--- src/rtl/updown_count_sched.sv ---
// Round-robin scheduler that lends one shared up/down counter to requesters A and B,
// running it toward each job's target and reporting completion or timeout.
module updown_count_sched #(
  parameter int WIDTH   = 3,
  parameter int TIMEOUT = (1 << WIDTH) + 2
) (
  input  logic             clk_i,
  input  logic             clr_i,
  input  logic             req_a_i,
  input  logic             dir_a_i,
  input  logic [WIDTH-1:0] tgt_a_i,
  input  logic             req_b_i,
  input  logic             dir_b_i,
  input  logic [WIDTH-1:0] tgt_b_i,
  input  logic [WIDTH-1:0] q_i,
  output logic             m_o,
  output logic             cnt_en_o,
  output logic             gnt_a_o,
  output logic             gnt_b_o,
  output logic             done_a_o,
  output logic             done_b_o,
  output logic             err_o,
  output logic             busy_o
);

  localparam int CW = $clog2(TIMEOUT + 1);

  typedef enum logic [1:0] {IDLE, GRANT, RUN, DONE} state_e;

  state_e           state_q;
  logic             dir_q;
  logic [WIDTH-1:0] tgt_q;
  logic             owner_q;
  logic             last_b_q;
  logic [CW-1:0]    cyc_q;
  logic             gnt_a_q, gnt_b_q, done_a_q, done_b_q, err_q, busy_q;

  logic             pick_b_d;
  logic             at_tgt;

  // On a tie the requester that was not served last wins; last_b_q resets to 1 so A goes first.
  always_comb begin
    pick_b_d = req_b_i;
    if (req_a_i && req_b_i) pick_b_d = ~last_b_q;
  end

  assign at_tgt   = (q_i == tgt_q);
  assign m_o      = (state_q != IDLE) & dir_q;
  assign cnt_en_o = (state_q == RUN) & ~at_tgt;

  assign gnt_a_o  = gnt_a_q;
  assign gnt_b_o  = gnt_b_q;
  assign done_a_o = done_a_q;
  assign done_b_o = done_b_q;
  assign err_o    = err_q;
  assign busy_o   = busy_q;

  always_ff @(posedge clk_i or negedge clr_i) begin
    if (!clr_i) begin
      state_q  <= IDLE;
      dir_q    <= 1'b0;
      tgt_q    <= '0;
      owner_q  <= 1'b0;
      last_b_q <= 1'b1;
      cyc_q    <= '0;
      gnt_a_q  <= 1'b0;
      gnt_b_q  <= 1'b0;
      done_a_q <= 1'b0;
      done_b_q <= 1'b0;
      err_q    <= 1'b0;
      busy_q   <= 1'b0;
    end else begin
      gnt_a_q  <= 1'b0;
      gnt_b_q  <= 1'b0;
      done_a_q <= 1'b0;
      done_b_q <= 1'b0;
      case (state_q)
        IDLE: begin
          if (req_a_i || req_b_i) begin
            owner_q <= pick_b_d;
            dir_q   <= pick_b_d ? dir_b_i : dir_a_i;
            tgt_q   <= pick_b_d ? tgt_b_i : tgt_a_i;
            gnt_a_q <= ~pick_b_d;
            gnt_b_q <= pick_b_d;
            busy_q  <= 1'b1;
            state_q <= GRANT;
          end
        end
        GRANT: begin
          cyc_q   <= '0;
          state_q <= RUN;
        end
        RUN: begin
          // The counter runs for at most TIMEOUT enabled cycles before the job is aborted.
          if (at_tgt) begin
            done_a_q <= ~owner_q;
            done_b_q <= owner_q;
            err_q    <= 1'b0;
            state_q  <= DONE;
          end else if (cyc_q == CW'(TIMEOUT - 1)) begin
            done_a_q <= ~owner_q;
            done_b_q <= owner_q;
            err_q    <= 1'b1;
            state_q  <= DONE;
          end else begin
            cyc_q <= cyc_q + CW'(1);
          end
        end
        DONE: begin
          last_b_q <= owner_q;
          err_q    <= 1'b0;
          busy_q   <= 1'b0;
          state_q  <= IDLE;
        end
        default: state_q <= IDLE;
      endcase
    end
  end

endmodule

--- config.mk ---
export PLATFORM = sky130hd
export DESIGN_NAME = updown_count_sched
export DESIGN_NICKNAME = d
export VERILOG_FILES = /design/src/rtl/updown_count_sched.sv
export SDC_FILE = /design/constraint.sdc
export NUM_CORES = 1
export LEC_CHECK = 0
export ABC_AREA = 1
export CORE_MARGIN = 1.5
export CORE_UTILIZATION = 40
export CTS_CLUSTER_SIZE = 40
export DETAILED_ROUTE_END_ITERATION = 6
export DONT_BUFFER_PORTS = 1
export PLACE_DENSITY = 0.54
export SETUP_SLACK_MARGIN = 0.05
export SLEW_MARGIN = 10
export SYNTH_ARGS = -nofsm -noshare
export SYNTH_HDL_FRONTEND = slang
export SYNTH_SLANG_ARGS = --single-unit
--- constraint.sdc ---
create_clock -name clk_i -period 1.94 [get_ports clk_i]
set_input_delay 0.388 -clock clk_i [delete_from_list [all_inputs] [get_ports clk_i]]
set_output_delay 0.388 -clock clk_i [all_outputs]
set_load 0.005 [all_outputs]
==> results.py, run 1 <==
metrics = {
    "global_routing": {
        "grt_pass1_vias": 723,
        "grt_max_degree": 19,
        "antenna_found_initial": 0,
        "overflow": 0,
        "grt_usage": 0.157,
        "grt_pass1_wl_microns": 3090,
    },
    "route": {
        "drt-pass1-iter-count": 4,
        "drt_iter0_drc": 7,
        "drt-met1-wl_microns": 846,
        "drc": 0,
        "antenna_left": 0,
        "vias": 733,
        "drt_wl_total_microns": 1840,
        "via_per_inst": 4.82,
        "dr_wl_met2_microns": 840,
        "routedWlPerCell_microns": 12.1,
        "highest_layer": "met4",
        "met3RoutedLength_microns": 128,
    },
    "logic_synthesis": {
        "synth_edf_count": 0,
        "synth_ff_type": "dfrtp_1",
        "ys_top_cells_by_area": "dfrtp_1, nand2_1, ha_1",
        "ys_ff_latch": 18,
        "synth_top_area_frac": 0.435,
        "synth_area_sq_um": 977,
        "yosysWarnings": 0,
        "yosysUniqueCellTypes": 21,
        "async_reset_ff_frac": 1.00,
        "synth_nets": 140,
        "syn_area_per_cell_sq_um": 8.21,
        "yosys.area.top_type": "dfrtp_1",
        "yosysSeqAreaShare": 0.462,
        "syn_inst": 119,
    },
    "cts": {
        "clk_pin_slew_worst_paths_ns": 0.10,
        "clk_latency_ns": 0.29,
        "cts_tree": "built",
        "htree_num_levels": 1,
        "clkSinkCount": 18,
        "cts_buffers": 3,
        "ctsLongestPathBuffers": 2,
        "cts_root_buf": "clkbuf_4",
        "post_cts_buffers": 0,
    },
    "die": {
        "rows": 17,
        "die-height_microns": 52.4,
        "start_util": 0.433,
        "dieArea_sq_um": 2750,
        "die_w_microns": 52.4,
        "core_sq_um": 2250,
        "ios": 23,
    },
    "sta": {
        "finClkSkew_ns": 0.00211,
        "worst_pin_slew_ns": 0.804,
        "timing.final.crit_share": 0.836,
        "hold_ws_ns": 0.233,
        "max_freq_mhz": 617,
        "setup_ws_ns": 0.319,
        "setup_viol": 0,
        "setup_tns_ns": 0,
        "rsz0062_at_grt": "false",
        "period_minus_slack_ns": 1.62,
        "hold_viol": 0,
        "drv_slew": 0,
        "relSlewSlack": 0.462,
    },
    "layout": {
        "stdcell_count": 152,
        "final_nets": 146,
        "finalInstanceArea_sq_um": 1050,
        "drive_gt1_frac": 0.121,
        "diodes": 0,
        "syn_to_final_growth_pct": 7.30,
    },
    "setup_path": {
        "critPathSlowestCell": "dfrtp_1",
        "crit_type": "register to output port",
        "start_kind": "register",
        "critical-path-top-delay-family": "flip-flops",
        "crit_buf_inv": 2,
        "path_common_cell": "inv_1",
        "end_kind": "output port",
        "crit_path_max_incr_delay_ns": 0.43,
        "cp_max_fo": 4,
        "worstPathCellList": "inv_1, ha_1, nand2_1, inv_1",
        "crit_arrival_ns": 1.23,
        "cp.required_ns": 1.55,
    },
    "pwr": {
        "power_per_cell_area_nw_per_um2": 1430,
        "leakage_nw": 0.565,
        "ir_drop_mv": 0.796,
    },
    "place": {
        "dp.cells": 147,
        "dpl_cell_area_sq_um": 1010,
        "portBuffers": 0,
        "dpl.hpwl_microns": 1430,
        "place_ws_ns": 0.486,
        "place.gp.congestion": 0.778,
    },
    "status": {
        "status": "completed",
    },
    "job": {
        "max-cap-violations": 0,
    },
    "hold_path": {
        "hp-class": "input port to register",
    },
}
## layout make-up
class | count | area (sq um)
tap | 28 | 35.0
clock buffer | 4 | 26.3
inverter | 21 | 78.8
timing repair buffer | 1 | 10.0
multi-input combinational | 80 | 447
sequential | 18 | 452
fill | 243 | 1210
## metal layers
layer | up-vias | track usage
met5 | - | 0
met4 | 0 | 0.0726
met3 | 4 | 0.0514
met2 | 17 | 0.246
met1 | 334 | 0.196
li1 | 378 | -
## worst reg2reg max path, delay by kind of cell (launching register included)
| kind | cells | cell delay [ns] |
|---|---|---|
| DFF | 1 | 0.42 |
| buffers and inverters | 2 | 0.30 |
| adders and majority gates | 1 | 0.26 |
| and+or+nand+nor | 3 | 0.23 |
| AOI/OAI and AO/OA | 2 | 0.18 |
## layout by cell type, fill, tap and decap left out, drive strengths merged
| master | count |
|---|---|
| o211ai | 2 |
| dlygate4sd3 | 1 |
| xor2 | 1 |
| o21ai | 7 |
| clkinv | 1 |
| clkbuf | 4 |
| dfrtp | 17 |
| xnor2 | 2 |
| nand2 | 41 |
| o21bai | 1 |
| o22ai | 1 |
| a21boi | 1 |
| inv | 20 |
| nor2 | 12 |
| ha | 6 |
| nand3 | 6 |
| dfstp | 1 |
## cells in the mapped netlist (2+ instances only)
cell type / count
o21ai_0: 5
inv_1: 18
inv_2: 2
nand3_1: 4
dfrtp_1: 17
o21ai_2: 2
nand2_2: 2
nor2_4: 2
o211ai_1: 2
nand2_1: 39
nand3_2: 2
ha_1: 6
nor2_1: 10
## flip-flops by register name, summed over array words and instances (netlist names)
register	cells
busy_o	1
cyc_q	4
dir_q	1
done_a_o	1
done_b_o	1
err_o	1
gnt_a_o	1
gnt_b_o	1
last_b_q	1
owner_q	1
state_q	2
tgt_q	3
## logic make-up after synthesis
family                   after synthesis  synth area share
buffers and inverters                 21            0.0807
AO/OA/AOI/OAI                         12            0.0807
adder cells (fa/ha/maj)                6            0.0768
flip-flops                            18             0.462
AND/OR/NAND/NOR                       59             0.265
XOR/XNOR                               3            0.0346
## worst paths after layout
kind,startpoint,endpoint,slack (ns),cells after the start
hold reg to reg,owner_q$_DFFE_PN0P_,done_a_o$_DFF_PN0_,0.43,1
max in group asynchronous,clr_i,err_o$_DFFE_PN0P_,0.83,1
setup / recovery,state_q[0]$_DFFE_PN0P_,cnt_en_o,0.32,4
min in group asynchronous,clr_i,done_b_o$_DFF_PN0_,0.62,1
setup reg to reg,state_q[0]$_DFFE_PN0P_,cyc_q[1]$_DFFE_PN0P_,0.47,8
hold / removal,tgt_a_i[2],tgt_q[2]$_DFFE_PN0P_,0.23,2
## what timing repair did
action                                 in CTS  in global routing
gates resized for setup                     0                  0
hold buffers                                1                  0
endpoints found under the hold margin      18                  0
## where the power goes
group / switching [mW] / total (mW) / internal (mW)
combinational: 0.421 / 0.671 / 0.250
sequential: 0.106 / 0.630 / 0.524
clock: 0.116 / 0.196 / 0.0800
## stage by stage
stage	total power, mW	util
after floorplan	1.16	-
after global placement	1.29	0.449
after detailed placement	1.30	0.449
after CTS	1.52	0.465
after global routing	1.65	0.465
final	1.50	0.465
Note: power is estimated with default switching activity, not from simulation.
==> run 2, diff against run 1 <==
PLACE_DENSITY = 0.56   (was 0.54)
clock period = 1.4 ns   (was 1.94 ns; I/O delays follow)
==> run 2 against run 1 <==
  * The run now ends with setup timing left
  * Flip-flop and latch count stayed put
  * Critical path depth is 1 higher
  * Sequential power increased by 38%
  * Largest cell class is now multi-input combinational cells
==> results.py, run 2 (synthesized netlist as in run 1, its figures left out) <==
metrics = {
    "sta": {
        "rsz0062_at_grt": "true",
        "timing.final.crit_share": 1.02,
        "setup_viol": 1,
        "setup_ws_ns": -0.0258,
        "relSlewSlack": 0.455,
        "period_minus_slack_ns": 1.43,
        "hold_viol": 0,
        "worst_pin_slew_ns": 0.814,
        "max_freq_mhz": 701,
        "drv_slew": 0,
        "finClkSkew_ns": 0.00777,
        "setup_tns_ns": -0.0258,
    },
    "die": {
        "die_w_microns": 52.4,
        "rows": 17,
        "ios": 23,
        "start_util": 0.433,
        "core_sq_um": 2250,
        "dieArea_sq_um": 2750,
        "die-height_microns": 52.4,
    },
    "cts": {
        "ctsLongestPathBuffers": 2,
        "cts_tree": "built",
        "htree_num_levels": 1,
        "cts_buffers": 3,
        "clk_latency_ns": 0.30,
        "clkSinkCount": 18,
        "clk_pin_slew_worst_paths_ns": 0.11,
        "cts_root_buf": "clkbuf_4",
    },
    "setup_path": {
        "start_kind": "register",
        "crit_type": "register to output port",
        "rrSetupSlack_ns": 0.08,
        "end_kind": "output port",
        "cp_max_fo": 2,
        "crit_arrival_ns": 1.15,
        "cp.required_ns": 1.12,
    },
    "layout": {
        "drive_gt1_frac": 0.371,
        "diodes": 0,
        "final_cell_mix": "nand2_1, dfrtp_1, buf_4",
        "register_area_sq_um": 453,
        "multi_input_area_sq_um": 532,
        "syn_to_final_growth_pct": 30.1,
        "largest-register": "cyc_q",
        "finalInstanceArea_sq_um": 1270,
        "largest_reg_flops": 4,
        "reg_top3": "cyc_q x4, tgt_q x3, state_q x2",
        "fill_cells": 223,
        "final_common_cell": "nand2_1",
        "final_nets": 162,
        "stdcell_count": 168,
    },
    "pwr": {
        "power_per_cell_area_nw_per_um2": 2140,
        "power_mw": 2.72,
        "ir_drop_mv": 1.44,
        "leakage_nw": 0.653,
        "clockPowerShare": 0.120,
        "switchingPower_mw": 1.11,
        "pwr-share-seq": 0.321,
        "p_sw_frac": 0.407,
        "p_int_mw": 1.61,
        "combPwrFrac": 0.559,
    },
    "global_routing": {
        "antenna_found_initial": 0,
        "grt_max_degree": 19,
        "overflow": 0,
        "grt_usage": 0.174,
        "grt_pass1_wl_microns": 3390,
        "grt_pass1_vias": 782,
    },
    "route": {
        "drt_wl_total_microns": 2000,
        "drc": 0,
        "drt-pass1-iter-count": 4,
        "antenna_left": 0,
        "drt_iter0_drc": 12,
        "vias": 773,
        "via_per_inst": 4.60,
        "routedWlPerCell_microns": 11.9,
    },
    "place": {
        "dpl.hpwl_microns": 1440,
        "dp.cells": 151,
        "place.gp.congestion": 0.804,
        "dpl_cell_area_sq_um": 1040,
        "portBuffers": 0,
    },
    "hold_path": {
        "hp-class": "input port to register",
    },
    "status": {
        "status": "finished, violations left",
        "violations": "setup timing",
    },
    "job": {
        "max-cap-violations": 0,
    },
}
## run 2: final timing paths
| kind | from | end | cells after the start |
|---|---|---|---|
| hold reg to reg | owner_q$_DFFE_PN0P_ | done_a_o$_DFF_PN0_ | 1 |
| setup reg to reg | state_q[1]$_DFFE_PN0P_ | dir_q$_DFFE_PN0P_ | 8 |
| max in group asynchronous | clr_i | state_q[1]$_DFFE_PN0P_ | 1 |
| setup / recovery | state_q[0]$_DFFE_PN0P_ | cnt_en_o | 5 |
| min in group asynchronous | clr_i | gnt_a_o$_DFF_PN0_ | 1 |
| hold / removal | tgt_a_i[2] | tgt_q[2]$_DFFE_PN0P_ | 2 |
## run 2: worst max-delay path, cell delays in order (launching register included)
cell and delay, ns:
dfrtp_1 0.40, inv_2 0.11, ha_4 0.14, buf_6 0.09, nand2_2 0.04, inv_2 0.06
## run 2: power groups by stage
stage	sequential [mW]	clock (mW)	combinational (mW)
floorplan	0.850	0	0.758
global placement	0.863	0	0.994
detailed placement	0.865	0	1.02
CTS	0.857	0.341	1.24
global route	0.893	0.360	1.71
finish	0.872	0.326	1.52
## run 2: area by class of cell
class,instances,area share
Sequential cell,18,0.356
Multi-Input combinational cell,80,0.418
Tap cell,28,0.0276
Inverter,21,0.0640
Timing Repair Buffer,17,0.105
Clock buffer,4,0.0285
## run 2: per-stage QoR
step	util	setup WS [ns]	hold slack [ns]
after floorplan	-	0.121	-0.0156
after global placement	0.462	0.0257	-0.0152
after detailed placement	0.462	0.0246	-0.0152
after CTS	0.521	-0.0261	0.118
after global routing	0.564	-0.0868	0.108
final	0.564	-0.0258	0.123
## run 2: per-layer routing
| metal | routed length, microns | track usage | vias to the layer above |
|---|---|---|---|
| met5 | 0 | 0 | - |
| met4 | 27 | 0.0769 | 0 |
| met3 | 89 | 0.0457 | 4 |
| met2 | 1040 | 0.294 | 18 |
| met1 | 848 | 0.207 | 345 |
| li1 | - | - | 406 |
## run 2: what timing repair did
action / 4_1_cts / 5_1_grt
gates cloned: 0 / 0
hold endpoints to repair: 18 / 0
pin swaps: 6 / 8
hold buffers: 1 / 0
endpoints found under the setup margin: 9 / 15
setup buffers: 8 / 4
resized for setup: 9 / 21
==> run 3, diff against run 2 <==
CTS_CLUSTER_DIAMETER = 50   (was not set)
SKIP_LAST_GASP = 1   (was not set)
==> run 3 against run 2 <==
  * First-iteration DRC count is the same
  * Critical path depth is the same
  * Setup slack is essentially flat
  * Largest power group unchanged
  * The flow still finishes with violations (setup timing)
  * Total power shrank 0.73%
==> results.py, run 3 (synthesized netlist as in run 1, its figures left out) <==
metrics = {
    "layout": {
        "largest_reg_flops": 4,
        "reg_top3": "cyc_q x4, tgt_q x3, state_q x2",
        "final_common_cell": "nand2_1",
        "diodes": 0,
        "stdcell_count": 168,
        "syn_to_final_growth_pct": 29.3,
        "finalInstanceArea_sq_um": 1260,
        "final_cell_mix": "nand2_1, dfrtp_1, buf_4",
        "largest-register": "cyc_q",
        "final_nets": 162,
        "drive_gt1_frac": 0.350,
        "final_util": 0.560,
        "fill_cells": 222,
    },
    "sta": {
        "drv_slew": 0,
        "rsz0062_at_grt": "true",
        "period_minus_slack_ns": 1.43,
        "max_freq_mhz": 701,
        "finClkSkew_ns": 0.00788,
        "timing.final.crit_share": 1.02,
        "setup_tns_ns": -0.0260,
        "hold_viol": 0,
        "setup_viol": 1,
        "worst_pin_slew_ns": 0.814,
        "setup_ws_ns": -0.0260,
        "relSlewSlack": 0.455,
    },
    "status": {
        "status": "finished, violations left",
        "violations": "setup timing",
    },
    "die": {
        "ios": 23,
        "die-height_microns": 52.4,
        "start_util": 0.433,
        "die_w_microns": 52.4,
        "dieArea_sq_um": 2750,
        "rows": 17,
        "core_sq_um": 2250,
    },
    "cts": {
        "htree_num_levels": 1,
        "ctsLongestPathBuffers": 2,
        "clk_latency_ns": 0.30,
        "clk_pin_slew_worst_paths_ns": 0.11,
        "cts_root_buf": "clkbuf_4",
        "clkSinkCount": 18,
        "cts_tree": "built",
        "cts_buffers": 3,
    },
    "setup_path": {
        "end_kind": "output port",
        "rrSetupSlack_ns": 0.07,
        "cp.required_ns": 1.12,
        "crit_arrival_ns": 1.15,
        "start_kind": "register",
        "cp_max_fo": 2,
        "crit_type": "register to output port",
    },
    "global_routing": {
        "grt_max_degree": 19,
        "overflow": 0,
        "grt_pass1_vias": 782,
        "grt_pass1_wl_microns": 3390,
        "antenna_found_initial": 0,
        "grt_usage": 0.174,
    },
    "job": {
        "max-cap-violations": 0,
    },
    "pwr": {
        "power_per_cell_area_nw_per_um2": 2140,
        "ir_drop_mv": 1.44,
        "leakage_nw": 0.651,
    },
    "route": {
        "vias": 767,
        "routedWlPerCell_microns": 11.9,
        "drt-pass1-iter-count": 4,
        "via_per_inst": 4.57,
        "drt_wl_total_microns": 2000,
        "drc": 0,
        "drt_iter0_drc": 12,
        "antenna_left": 0,
    },
    "place": {
        "dpl.hpwl_microns": 1440,
        "place.gp.congestion": 0.804,
        "place_ws_ns": 0.0246,
        "dpl_cell_area_sq_um": 1040,
        "dp.cells": 151,
        "portBuffers": 0,
    },
    "hold_path": {
        "hp-class": "input port to register",
    },
}
run 3: repair_timing:
item,4_1_cts,5_1_grt
hold buffers,1,0
gates resized for setup,9,18
setup endpoints to repair,9,15
setup buffers,8,4
endpoints found under the hold margin,18,0
pin swaps,6,8
run 3: path summary, 6_finish.rpt:
| path | from | endpoint | cells past startpoint |
|---|---|---|---|
| min reg2reg | owner_q$_DFFE_PN0P_ | done_a_o$_DFF_PN0_ | 1 |
| max reg2reg | state_q[1]$_DFFE_PN0P_ | dir_q$_DFFE_PN0P_ | 8 |
| min in group asynchronous | clr_i | gnt_a_o$_DFF_PN0_ | 1 |
| max | state_q[0]$_DFFE_PN0P_ | cnt_en_o | 5 |
| min | tgt_a_i[2] | tgt_q[2]$_DFFE_PN0P_ | 2 |
| max in group asynchronous | clr_i | state_q[1]$_DFFE_PN0P_ | 1 |
run 3: area by class of cell:
cell class	count	area [sq um]	share of cell area
Timing Repair Buffer	17	134	0.106
Multi-Input combinational cell	80	524	0.415
Tap cell	28	35.0	0.0277
Sequential cell	18	453	0.358
Inverter	21	81.3	0.0644
Clock buffer	4	36.3	0.0287
run 3: worst max-delay path, stage by stage (launching register included):
cell	delay, ns
dfrtp_1	0.40
inv_2	0.11
ha_4	0.14
buf_6	0.09
nand2_2	0.04
inv_2	0.06
run 3: stage by stage:
stage | hold slack [ns] | total power, mW
floorplan | -0.0156 | 1.61
global placement | -0.0152 | 1.86
detailed placement | -0.0152 | 1.89
CTS | 0.118 | 2.44
global route | 0.108 | 2.95
finish | 0.123 | 2.70
run 3: report_power, final:
part / leakage [nW] / total [mW] / internal (mW) / switching, mW
Sequential: 0.227 / 0.872 / 0.730 / 0.142
Clock: 0.0210 / 0.326 / 0.158 / 0.167
Combinational: 0.402 / 1.50 / 0.713 / 0.788
run 3: routing by layer:
layer,share of wire,global-route usage,up-vias
met4,0.013,0.0769,0
li1,-,-,405
met2,0.51,0.294,18
met5,0,0,-
met1,0.43,0.207,340
met3,0.043,0.0457,4
